==> src/rtl/muldiv_pkg.sv <==
// rtl/muldiv_pkg.sv - shared encodings for the iterative multiply/divide unit
// Contents: funct3 opcodes, the M-extension funct7 value and FSM state encoding.
package muldiv_pkg;

    localparam logic [2:0] F3_MUL    = 3'b000;
    localparam logic [2:0] F3_MULH   = 3'b001;
    localparam logic [2:0] F3_MULHSU = 3'b010;
    localparam logic [2:0] F3_MULHU  = 3'b011;
    localparam logic [2:0] F3_DIV    = 3'b100;
    localparam logic [2:0] F3_DIVU   = 3'b101;
    localparam logic [2:0] F3_REM    = 3'b110;
    localparam logic [2:0] F3_REMU   = 3'b111;

    localparam logic [6:0] FUNCT7_MULDIV = 7'b0000001;

    typedef enum logic [1:0] {
        ST_IDLE = 2'd0,
        ST_CALC = 2'd1,
        ST_DONE = 2'd2
    } state_t;

endpackage

==> src/rtl/muldiv_iter_core.sv <==
// rtl/muldiv_iter_core.sv - one combinational shift-add / restoring-subtract step
// Ports:
//   is_div   in   select divide step (1) or multiply step (0)
//   hi, lo   in   working register pair (mul: product hi/lo, div: remainder/quotient)
//   opb      in   multiplicand magnitude (mul) or divisor magnitude (div)
//   hi_next  out  next value of hi
//   lo_next  out  next value of lo
module muldiv_iter_core #(
    parameter int XLEN = 32
) (
    input  logic            is_div,
    input  logic [XLEN-1:0] hi,
    input  logic [XLEN-1:0] lo,
    input  logic [XLEN-1:0] opb,
    output logic [XLEN-1:0] hi_next,
    output logic [XLEN-1:0] lo_next
);

    logic [XLEN:0] sum;
    logic [XLEN:0] shifted;
    logic [XLEN:0] diff;

    always_comb begin
        // Multiply: add multiplicand when the current multiplier LSB is set,
        // then shift the whole {carry, hi, lo} right by one.
        sum     = {1'b0, hi} + (lo[0] ? {1'b0, opb} : '0);
        // Divide: bring the next dividend bit into the partial remainder.
        shifted = {hi, lo[XLEN-1]};
        diff    = shifted - {1'b0, opb};
        hi_next = '0;
        lo_next = '0;
        if (is_div) begin
            // MSB of diff set means the trial subtraction went negative: restore.
            if (!diff[XLEN]) begin
                hi_next = diff[XLEN-1:0];
                lo_next = {lo[XLEN-2:0], 1'b1};
            end else begin
                hi_next = shifted[XLEN-1:0];
                lo_next = {lo[XLEN-2:0], 1'b0};
            end
        end else begin
            hi_next = sum[XLEN:1];
            lo_next = {sum[0], lo[XLEN-1:1]};
        end
    end

endmodule

==> src/rtl/muldiv_unit.sv <==
// rtl/muldiv_unit.sv - iterative RV32M/RV64M multiply/divide execution unit
// Ports:
//   clk, rst              clock (rising edge), asynchronous active-high reset
//   in_valid/in_ready     request handshake; in_ready is high only when idle
//   in_funct3, in_funct7  operation select; funct7 other than 0000001 is illegal
//   in_a, in_b            rs1 / rs2 operands
//   kill                  pipeline flush, aborts in-flight op or blocks accept
//   out_valid/out_ready   result handshake
//   out_result            rd value
//   out_illegal           request had a bad funct7 (result is 0)
module muldiv_unit
    import muldiv_pkg::*;
#(
    parameter  int XLEN  = 32,
    localparam int CNT_W = $clog2(XLEN) + 1
) (
    input  logic            clk,
    input  logic            rst,
    input  logic            in_valid,
    output logic            in_ready,
    input  logic [2:0]      in_funct3,
    input  logic [6:0]      in_funct7,
    input  logic [XLEN-1:0] in_a,
    input  logic [XLEN-1:0] in_b,
    input  logic            kill,
    output logic            out_valid,
    input  logic            out_ready,
    output logic [XLEN-1:0] out_result,
    output logic            out_illegal
);

    localparam logic [XLEN-1:0] MIN_INT = {1'b1, {(XLEN-1){1'b0}}};

    state_t           state;
    logic [CNT_W-1:0] cnt;
    logic [2:0]       f3_q;
    logic             a_neg;
    logic             b_neg;
    logic [XLEN-1:0]  opb;
    logic [XLEN-1:0]  hi;
    logic [XLEN-1:0]  lo;

    logic [XLEN-1:0] hi_next;
    logic [XLEN-1:0] lo_next;

    // Accept-side decode
    logic            illegal;
    logic            div0;
    logic            ovf;
    logic            signed_a;
    logic            signed_b;
    logic            a_neg_in;
    logic            b_neg_in;
    logic [XLEN-1:0] a_mag;
    logic [XLEN-1:0] b_mag;
    logic [XLEN-1:0] special_res;

    // Completion-side sign fix
    logic [2*XLEN-1:0] prod_s;
    logic [XLEN-1:0]   quot_s;
    logic [XLEN-1:0]   rem_s;
    logic [XLEN-1:0]   final_res;

    assign in_ready  = (state == ST_IDLE);
    assign out_valid = (state == ST_DONE);

    always_comb begin
        illegal  = (in_funct7 != FUNCT7_MULDIV);
        div0     = in_funct3[2] && (in_b == '0);
        // Only the signed divide ops (DIV, REM) can overflow.
        ovf      = in_funct3[2] && !in_funct3[0] && (in_a == MIN_INT) && (in_b == '1);
        signed_a = !(in_funct3 == F3_MULHU || in_funct3 == F3_DIVU || in_funct3 == F3_REMU);
        signed_b = signed_a && (in_funct3 != F3_MULHSU);
        a_neg_in = signed_a && in_a[XLEN-1];
        b_neg_in = signed_b && in_b[XLEN-1];
        // MIN_INT negates to itself, which is the correct unsigned magnitude.
        a_mag    = a_neg_in ? -in_a : in_a;
        b_mag    = b_neg_in ? -in_b : in_b;

        special_res = '0;
        if (illegal) begin
            special_res = '0;
        end else if (div0) begin
            special_res = in_funct3[1] ? in_a : '1;
        end else if (ovf) begin
            special_res = in_funct3[1] ? '0 : MIN_INT;
        end
    end

    muldiv_iter_core #(.XLEN(XLEN)) u_core (
        .is_div  (f3_q[2]),
        .hi      (hi),
        .lo      (lo),
        .opb     (opb),
        .hi_next (hi_next),
        .lo_next (lo_next)
    );

    // Sign fix is applied to the output of the final step so the result
    // registers in the same cycle the last iteration completes.
    always_comb begin
        prod_s = (a_neg ^ b_neg) ? -{hi_next, lo_next} : {hi_next, lo_next};
        quot_s = (a_neg ^ b_neg) ? -lo_next : lo_next;
        rem_s  = a_neg ? -hi_next : hi_next;
        final_res = '0;
        case (f3_q)
            F3_MUL:                       final_res = prod_s[XLEN-1:0];
            F3_MULH, F3_MULHSU, F3_MULHU: final_res = prod_s[2*XLEN-1:XLEN];
            F3_DIV, F3_DIVU:              final_res = quot_s;
            F3_REM, F3_REMU:              final_res = rem_s;
            default:                      final_res = '0;
        endcase
    end

    always_ff @(posedge clk or posedge rst) begin
        if (rst) begin
            state       <= ST_IDLE;
            cnt         <= '0;
            f3_q        <= '0;
            a_neg       <= 1'b0;
            b_neg       <= 1'b0;
            opb         <= '0;
            hi          <= '0;
            lo          <= '0;
            out_result  <= '0;
            out_illegal <= 1'b0;
        end else begin
            case (state)
                ST_IDLE: begin
                    if (in_valid && !kill) begin
                        f3_q  <= in_funct3;
                        a_neg <= a_neg_in;
                        b_neg <= b_neg_in;
                        hi    <= '0;
                        // mul: lo holds the multiplier, opb the multiplicand
                        // div: lo holds the dividend,   opb the divisor
                        opb   <= in_funct3[2] ? b_mag : a_mag;
                        lo    <= in_funct3[2] ? a_mag : b_mag;
                        if (illegal || div0 || ovf) begin
                            out_result  <= special_res;
                            out_illegal <= illegal;
                            state       <= ST_DONE;
                        end else begin
                            cnt   <= CNT_W'(XLEN);
                            state <= ST_CALC;
                        end
                    end
                end
                ST_CALC: begin
                    if (kill) begin
                        state <= ST_IDLE;
                    end else begin
                        hi  <= hi_next;
                        lo  <= lo_next;
                        cnt <= cnt - 1'b1;
                        if (cnt == CNT_W'(1)) begin
                            out_result  <= final_res;
                            out_illegal <= 1'b0;
                            state       <= ST_DONE;
                        end
                    end
                end
                ST_DONE: begin
                    if (kill || out_ready) begin
                        state <= ST_IDLE;
                    end
                end
                default: state <= ST_IDLE;
            endcase
        end
    end

endmodule

==> config.mk <==
export PLATFORM = sky130hd
export DESIGN_NAME = muldiv_unit
export DESIGN_NICKNAME = d
export VERILOG_FILES = /design/src/rtl/muldiv_pkg.sv /design/src/rtl/muldiv_iter_core.sv /design/src/rtl/muldiv_unit.sv
export SDC_FILE = /design/constraint.sdc
export NUM_CORES = 1
export LEC_CHECK = 0
export BUFFER_PORTS_ARGS = -buffer_cell sky130_fd_sc_hd__buf_2
export CAP_MARGIN = 40
export CORE_ASPECT_RATIO = 0.7
export CORE_MARGIN = 2
export CORE_UTILIZATION = 29
export DETAILED_ROUTE_END_ITERATION = 12
export PLACE_DENSITY = 0.56
export SLEW_MARGIN = 20
export SYNTH_ARGS = -nofsm -noshare
export SYNTH_HDL_FRONTEND = slang
export SYNTH_SLANG_ARGS = --single-unit
export TNS_END_PERCENT = 5
==> constraint.sdc <==
create_clock -name clk -period 5.6 [get_ports clk]
set_input_delay 0.56 -clock clk [delete_from_list [all_inputs] [get_ports clk]]
set_output_delay 0.56 -clock clk [all_outputs]
set_load 0.01 [all_outputs]
==> Yosys cells after proc, flatten, opt, wreduce, memory -nomap -nowiden <==
Cells that the tools add are included.
{ "word_totals": {"out_inout_bits": 35, "wordCells": 115, "reg_bits": 142} }
{ "op_classes": {"bitwise_logic": 1, "reduce_logical": 28, "n_mux": 44, "eq_ne": 24, "add_sub_neg": 8} }
{ "ops": {"columns": ["cell", "n"], "rows": [
  ["2-to-1 mux 32 bit", 23],
  ["one-hot mux 32 bit (2 select lines)", 3],
  ["negator 32 bit", 4],
  ["one-hot mux 32 bit (4 select lines)", 1],
  ["equality test 32 bit (second input constant)", 2],
  ["2-to-1 mux 64 bit", 1],
  ["negator 64 bit", 1],
  ["adder 32 x 33 -> 33 bit", 1],
  ["subtractor 33 x 32 -> 33 bit", 1],
  ["logical NOT 32 bit", 1],
  ["equality test 3 bit (second input constant)", 6],
  ["2-to-1 mux 6 bit", 3],
  ["one-hot mux 6 bit (2 select lines)", 1],
  ["2-to-1 mux 2 bit", 5],
  ["equality test 3 x 2 -> 1 bit (second input constant)", 3],
  ["logical AND 1 bit", 8],
  ["inequality test 7 x 1 -> 1 bit (second input constant)", 1],
  ["equality test 6 x 1 -> 1 bit (second input constant)", 1],
  ["inequality test 2 x 1 -> 1 bit (second input constant)", 3],
  ["inequality test 2 bit (second input constant)", 3],
  ["one-hot mux 2 bit (3 select lines)", 1],
  ["AND reduction 3 bit", 2],
  ["subtractor 6 x 1 -> 6 bit (second input constant)", 1],
  ["logical OR 1 bit", 5],
  ["other kinds (17)", 24]
]} }

==> Logic depth before layout (Yosys ltp) <==
{ "depth": {"ltp_word": 10, "mapped_depth": 26, "ltp_nobuf": 23} }

==> Cells and area by module <==
From an unflattened synthesis, not the netlist that was laid out.
{ "hier_totals": {"hier_cells": 2164, "area_unflattened_um2": 15894.0} }
{ "by_module_without_submodules": {"columns": ["module", "area_each_um2", "cells_per_inst", "n_inst", "seq_area_each_um2"], "rows": [
  ["muldiv_unit", 11368.4, 1512, 1, 3553.4],
  ["muldiv_iter_core", 4525.6, 652, 1, 0.0]
]} }

==> Worst setup path after synthesis <==
OpenSTA, ideal clock, no wires.
{ "synth_path": {"path_type": "register to register", "startpoint": "register lo[31]", "endpoint": "register out_result[6]", "setup_ns": 0.141, "n_path_buf": 4, "synth_period_minus_slack_ns": 5.066, "slack_ns": 0.534, "required_ns": 5.459, "path_stages_with_launch": 27, "t_arrival_ns": 4.925, "path_cell_list": "dfrtp_1 -> inv_1 -> ha_1 -> fa_1 -> nand2b_1 -> a211oi_2 -> o2111ai_2 -> a311oi_2 -> o21ai_2 -> buf_6 -> nand2_1 -> o21ai_0 -> inv_1 -> ha_1 -> o21ai_0 -> or2_2 -> clkbuf_1 -> nor2_1 -> nand3_1 -> or3_1 -> clkbuf_1 -> clkbuf_1 -> o31ai_1 -> xnor2_1 -> nor2_1 -> o21ai_0 -> a31oi_1"} }
{ "synth_via": {"elab_chain_len": 9} }
{ "synth_rtl": {"columns": ["item", "line", "text"], "rows": [
  ["start, declared", "muldiv_unit.sv:41", "logic [XLEN-1:0] lo;"],
  ["start signal, assigned", "muldiv_unit.sv:138", "lo <= in_funct3[2] ? a_mag : b_mag;"],
  ["start signal, assigned", "muldiv_unit.sv:154", "lo <= lo_next;"],
  ["subtractor 33 x 32 -> 33 bit", "muldiv_iter_core.sv:29", "diff = shifted - {1'b0, opb};"],
  ["2-to-1 mux 1 bit / 2-to-1 mux 32 bit (equally long branches)", "muldiv_iter_core.sv:34", "if (!diff[XLEN]) begin"],
  ["2-to-1 mux 32 bit", "muldiv_iter_core.sv:32", "if (is_div) begin"],
  ["negator 64 bit (tied with other cells)", "muldiv_unit.sv:102", "prod_s = (a_neg ^ b_neg) ? -{hi_next, lo_next} : {hi_next, lo_next};"],
  ["2-to-1 mux 64 bit (tied with other cells)", "muldiv_unit.sv:102", null],
  ["one-hot mux 32 bit (4 select lines) (*)", "muldiv_unit.sv:106", "case (f3_q)"],
  ["2-to-1 mux 32 bit (*)", "muldiv_unit.sv:156", "if (cnt == CNT_W'(1)) begin"],
  ["2-to-1 mux 32 bit (*)", "muldiv_unit.sv:150", "if (kill) begin"],
  ["one-hot mux 32 bit (2 select lines) (*)", "muldiv_unit.sv:128", "case (state)"],
  ["end signal, assigned", "muldiv_unit.sv:140", "out_result <= special_res;"],
  ["end signal, assigned", "muldiv_unit.sv:157", "out_result <= final_res;"],
  ["end, declared", "muldiv_unit.sv:28", "output logic [XLEN-1:0] out_result,"]
]} }
Mark *: on every way between the ends. The rest lies on a longest branch, timed or not. The select of a mux whose other input is x is not followed.
A chain may end at the register's enable or synchronous reset.

==> Worst setup path after layout <==
{ "layout_path": {"startpoint": "register opb[0]", "endpoint": "register out_result[28]"} }
{ "layout_via": {"elab_chain_len": 9} }
{ "layout_rtl": {"columns": ["item", "line", "text"], "rows": [
  ["start, declared", "muldiv_unit.sv:39", "logic [XLEN-1:0] opb;"],
  ["start signal, assigned", "muldiv_unit.sv:137", "opb <= in_funct3[2] ? b_mag : a_mag;"],
  ["subtractor 33 x 32 -> 33 bit / 2-to-1 mux 32 bit (equally long branches)", "muldiv_iter_core.sv:29, muldiv_iter_core.sv:26", null],
  ["2-to-1 mux 1 bit (tied with other cells)", "muldiv_iter_core.sv:34", null],
  ["2-to-1 mux 32 bit", "muldiv_iter_core.sv:32", null],
  ["negator 64 bit (tied with other cells)", "muldiv_unit.sv:102", null],
  ["2-to-1 mux 64 bit (tied with other cells)", "muldiv_unit.sv:102", null],
  ["one-hot mux 32 bit (4 select lines) (*)", "muldiv_unit.sv:106", null],
  ["2-to-1 mux 32 bit (*)", "muldiv_unit.sv:156", null],
  ["2-to-1 mux 32 bit (*)", "muldiv_unit.sv:150", null],
  ["one-hot mux 32 bit (2 select lines) (*)", "muldiv_unit.sv:128", null]
]} }
Marked as above.

==> impl_metrics.json <==
{
  "run_status": "completed",
  "crit_required_ns": 5.99,
  "critical_r2r_launch": "opb[0]",
  "vias_per_cell": 5.91,
  "antenna-diode-count": 0,
  "critPathCaptureType": "register",
  "syn-cell-area_sq_um": 16100,
  "timing.critical_path.fanout_max": 8,
  "critPathSlowestCell": "sky130_fd_sc_hd__or4_1",
  "post-route-worst-setup-slack_ns": 0.209,
  "number_of_nets_produced_by_synthesis": 2401,
  "timing.final.crit_period_ns": 5.39,
  "grt_antenna_before_repair": 7,
  "clock_insertion_delay_worst_skew_ns": 0.47,
  "grtUsageMet2": 0.350,
  "p_leak_nw": 7.67,
  "syn_inst": 2250,
  "cp.depth": 19,
  "p_switching_w": 0.00236,
  "hold-worst-slack_ns": 0.256,
  "max-slew-margin-rel": 0.317,
  "synth_enable_flop_cells": 0,
  "grt_util_met3": 0.0830,
  "worst-setup-path-type": "reg2reg",
  "post-route-cell-area_sq_um": 18600,
  "synth.area.top_cells": "sky130_fd_sc_hd__dfrtp_1 (22%), sky130_fd_sc_hd__o21ai_0 (7.8%), sky130_fd_sc_hd__a21oi_1 (7.1%)",
  "ioPinCount": 114,
  "place_ws_ns": 0.102,
  "grt.met1_usage": 0.428,
  "dieHeight_um": 201,
  "dp_hpwl_um": 63000,
  "comb_power_share": 0.495,
  "post-synth-top-area-fraction": 0.221,
  "remaining_drc_errors": 0,
  "ys.warnings.count": 0,
  "hold_viol_final": 0,
  "start_util": 0.292,
  "core_area_sq_um": 55000,
  "power_frac_clock": 0.241,
  "cp_data_arrival_time_ns": 5.78,
  "drtIter0Drc": 2727,
  "synth-seq-cells": 142,
  "global_route.overflow_total": 0,
  "max_cap_violations": 0,
  "grt_start_max_net_pins": 76,
  "synth.yosys.seq_area_share": 0.221,
  "finalCoreUtilization": 0.338,
  "placement.cell_area_sq_um": 17900,
  "clock-skew-final_ns": 0.0137,
  "grt_setup_unrepaired": "yes",
  "report.final.slew_viol_count": 0,
  "postSynth.topFlopCell": "sky130_fd_sc_hd__dfrtp_1",
  "drt_pass1_iterations": 6,
  "net_switching_fraction_of_the_power": 0.466,
  "tritoncts": "done",
  "yosysUniqueCellTypes": 97,
  "syn_avg_cell_area_sq_um": 7.14,
  "timing.critical_path.slowest_cell_delay_ns": 0.52,
  "max_slew.worst_pin.slew_ns": 1.02,
  "crit_chain": "ha_1, fa_1, nand2b_1, a211oi_2, o2111ai_2, a311o_1, a31oi_4, nand2_1, buf_4, or4_1, o41ai_1, buf_4, o2111ai_1, or2_1, buf_4, or4_1, o21ai_0, a221oi_1, o21ai_1",
  "grt_pass1_wl_um": 115000,
  "synth_async_sr_flop_share": 1.00,
  "cpMostUsedCell": "sky130_fd_sc_hd__buf_4",
  "cellPowerDensity_nw_per_um2": 273,
  "cts-htree-levels": 4,
  "timing.critical_path.from_type": "register",
  "ant_nets": 0,
  "layout-drive-gt1-share": 0.133,
  "critical_path_buffer_and_inverter_count": 3,
  "design.final.nets": 2522,
  "timing.fmax_mhz": 186,
  "hold_path_class": "in2async",
  "wl_um": 79100,
  "die_width_um": 285,
  "seq_power_share": 0.263,
  "final_cell_mix": "sky130_fd_sc_hd__nand2_1 (273), sky130_fd_sc_hd__o21ai_0 (249), sky130_fd_sc_hd__nor2_1 (235)",
  "design.die.area_sq_um": 57300,
  "setup_violations": 0,
  "cts.path.max_buffers": 2,
  "port_buf_inserts": 113,
  "clkTransAtPathRegs_ns": 0.07,
  "route.detailed.wl_per_inst_um": 25.3,
  "cell_internal_pwr_w": 0.00271,
  "num_rows": 72,
  "global_route.peak_usage_layer": "met1",
  "area_growth_syn_to_layout_pct": 15.7,
  "cts.sinks": 142,
  "tritoncts.num_buffers": 17,
  "route.vias.total": 18456,
  "critPathTopFamily": "compound AO/OA/AOI/OAI gates",
  "gpl.final_weighted_congestion": 1.03,
  "startpoint": "opb[0]",
  "root_buffer": "sky130_fd_sc_hd__clkbuf_16",
  "layout.cells.most_common": "sky130_fd_sc_hd__nand2_1",
  "period_share": 0.963,
  "grt.total_usage": 0.270,
  "ir_drop_v": 0.000227,
  "fin_setup_tns_ns": 0,
  "grt_pass1_vias": 16603,
  "r2r_cells": 19,
  "synth_largest_area_cell": "sky130_fd_sc_hd__dfrtp_1"
}
==> power groups by stage <==
stage	sequential (W)	clock, W	combinational, W
after detailed placement	0.00135	0	0.00241
after global routing	0.00136	0.00127	0.00268
after CTS	0.00133	0.00123	0.00242
final	0.00133	0.00122	0.00251
after global placement	0.00134	0	0.00241
after floorplan	0.00128	0	0.00156
==> cell families (layout without fill, tap and decap cells) <==
logic type	count (synthesis)	count (layout)	share of synthesized area
xor gates and xnor gates	175	175	0.0954
muxes	52	52	0.0342
AOI/OAI and AO/OA	799	799	0.308
and+or+nand+nor	806	806	0.235
buffers and inverters	204	337	0.0497
adders and majority gates	72	72	0.0570
DFF	142	142	0.221
==> through the flow <==
step	total power [W]	cells
after floorplan	0.00283	2250
after global placement	0.00376	3077
after detailed placement	0.00376	3081
after CTS	0.00498	3112
after global routing	0.00531	3123
final	0.00507	3123
==> sequential cells by signal, summed over array words and instances, names as in the netlist <==
name and count:
state 2, hi 32, cnt 6, opb 32
a_neg 1, out_result 32, out_illegal 1, b_neg 1
f3_q 3, lo 32
==> cell usage after synthesis (all sizes together), types with 30 or more instances <==
master,number
a21oi,228
a31oi,30
and2,49
clkbuf,99
dfrtp,142
ha,70
inv,78
mux2i,39
nand2,274
nand3,36
nor2,238
nor3,55
o211ai,39
o21ai,261
xnor2,101
xor2,74
==> timing repair <==
action,4_1_cts,5_1_grt
gates resized for setup,0,10
endpoints found under the setup margin,0,14
buffers inserted,0,4
hold buffers,0,0
==> per-layer routing <==
metal | up-vias | wire length (um)
met5 | - | 26
met3 | 67 | 10400
met2 | 1082 | 29300
met4 | 4 | 1140
met1 | 8917 | 38100
li1 | 8386 | -
==> final cells by class <==
cell class	count	area [sq um]
fillers	6029	36400
inverters	80	305
clock buffers	17	425
well taps	740	926
multi-input cells	1904	11800
flip-flops and latches	142	3560
repair buffers	226	1420
clock inverters	14	160
==> path summary, 6_finish.rpt <==
kind	to	slack (ns)
worst min register to register	out_result[1]	0.48
min in group clk	state[1]	0.39
worst max-delay path	out_result[28]	0.21
max in group asynchronous	out_result[20]	4.24
worst max register to register	out_result[28]	0.21
worst min-delay path	hi[7]	0.26
Note: power is estimated with default switching activity, not from simulation.
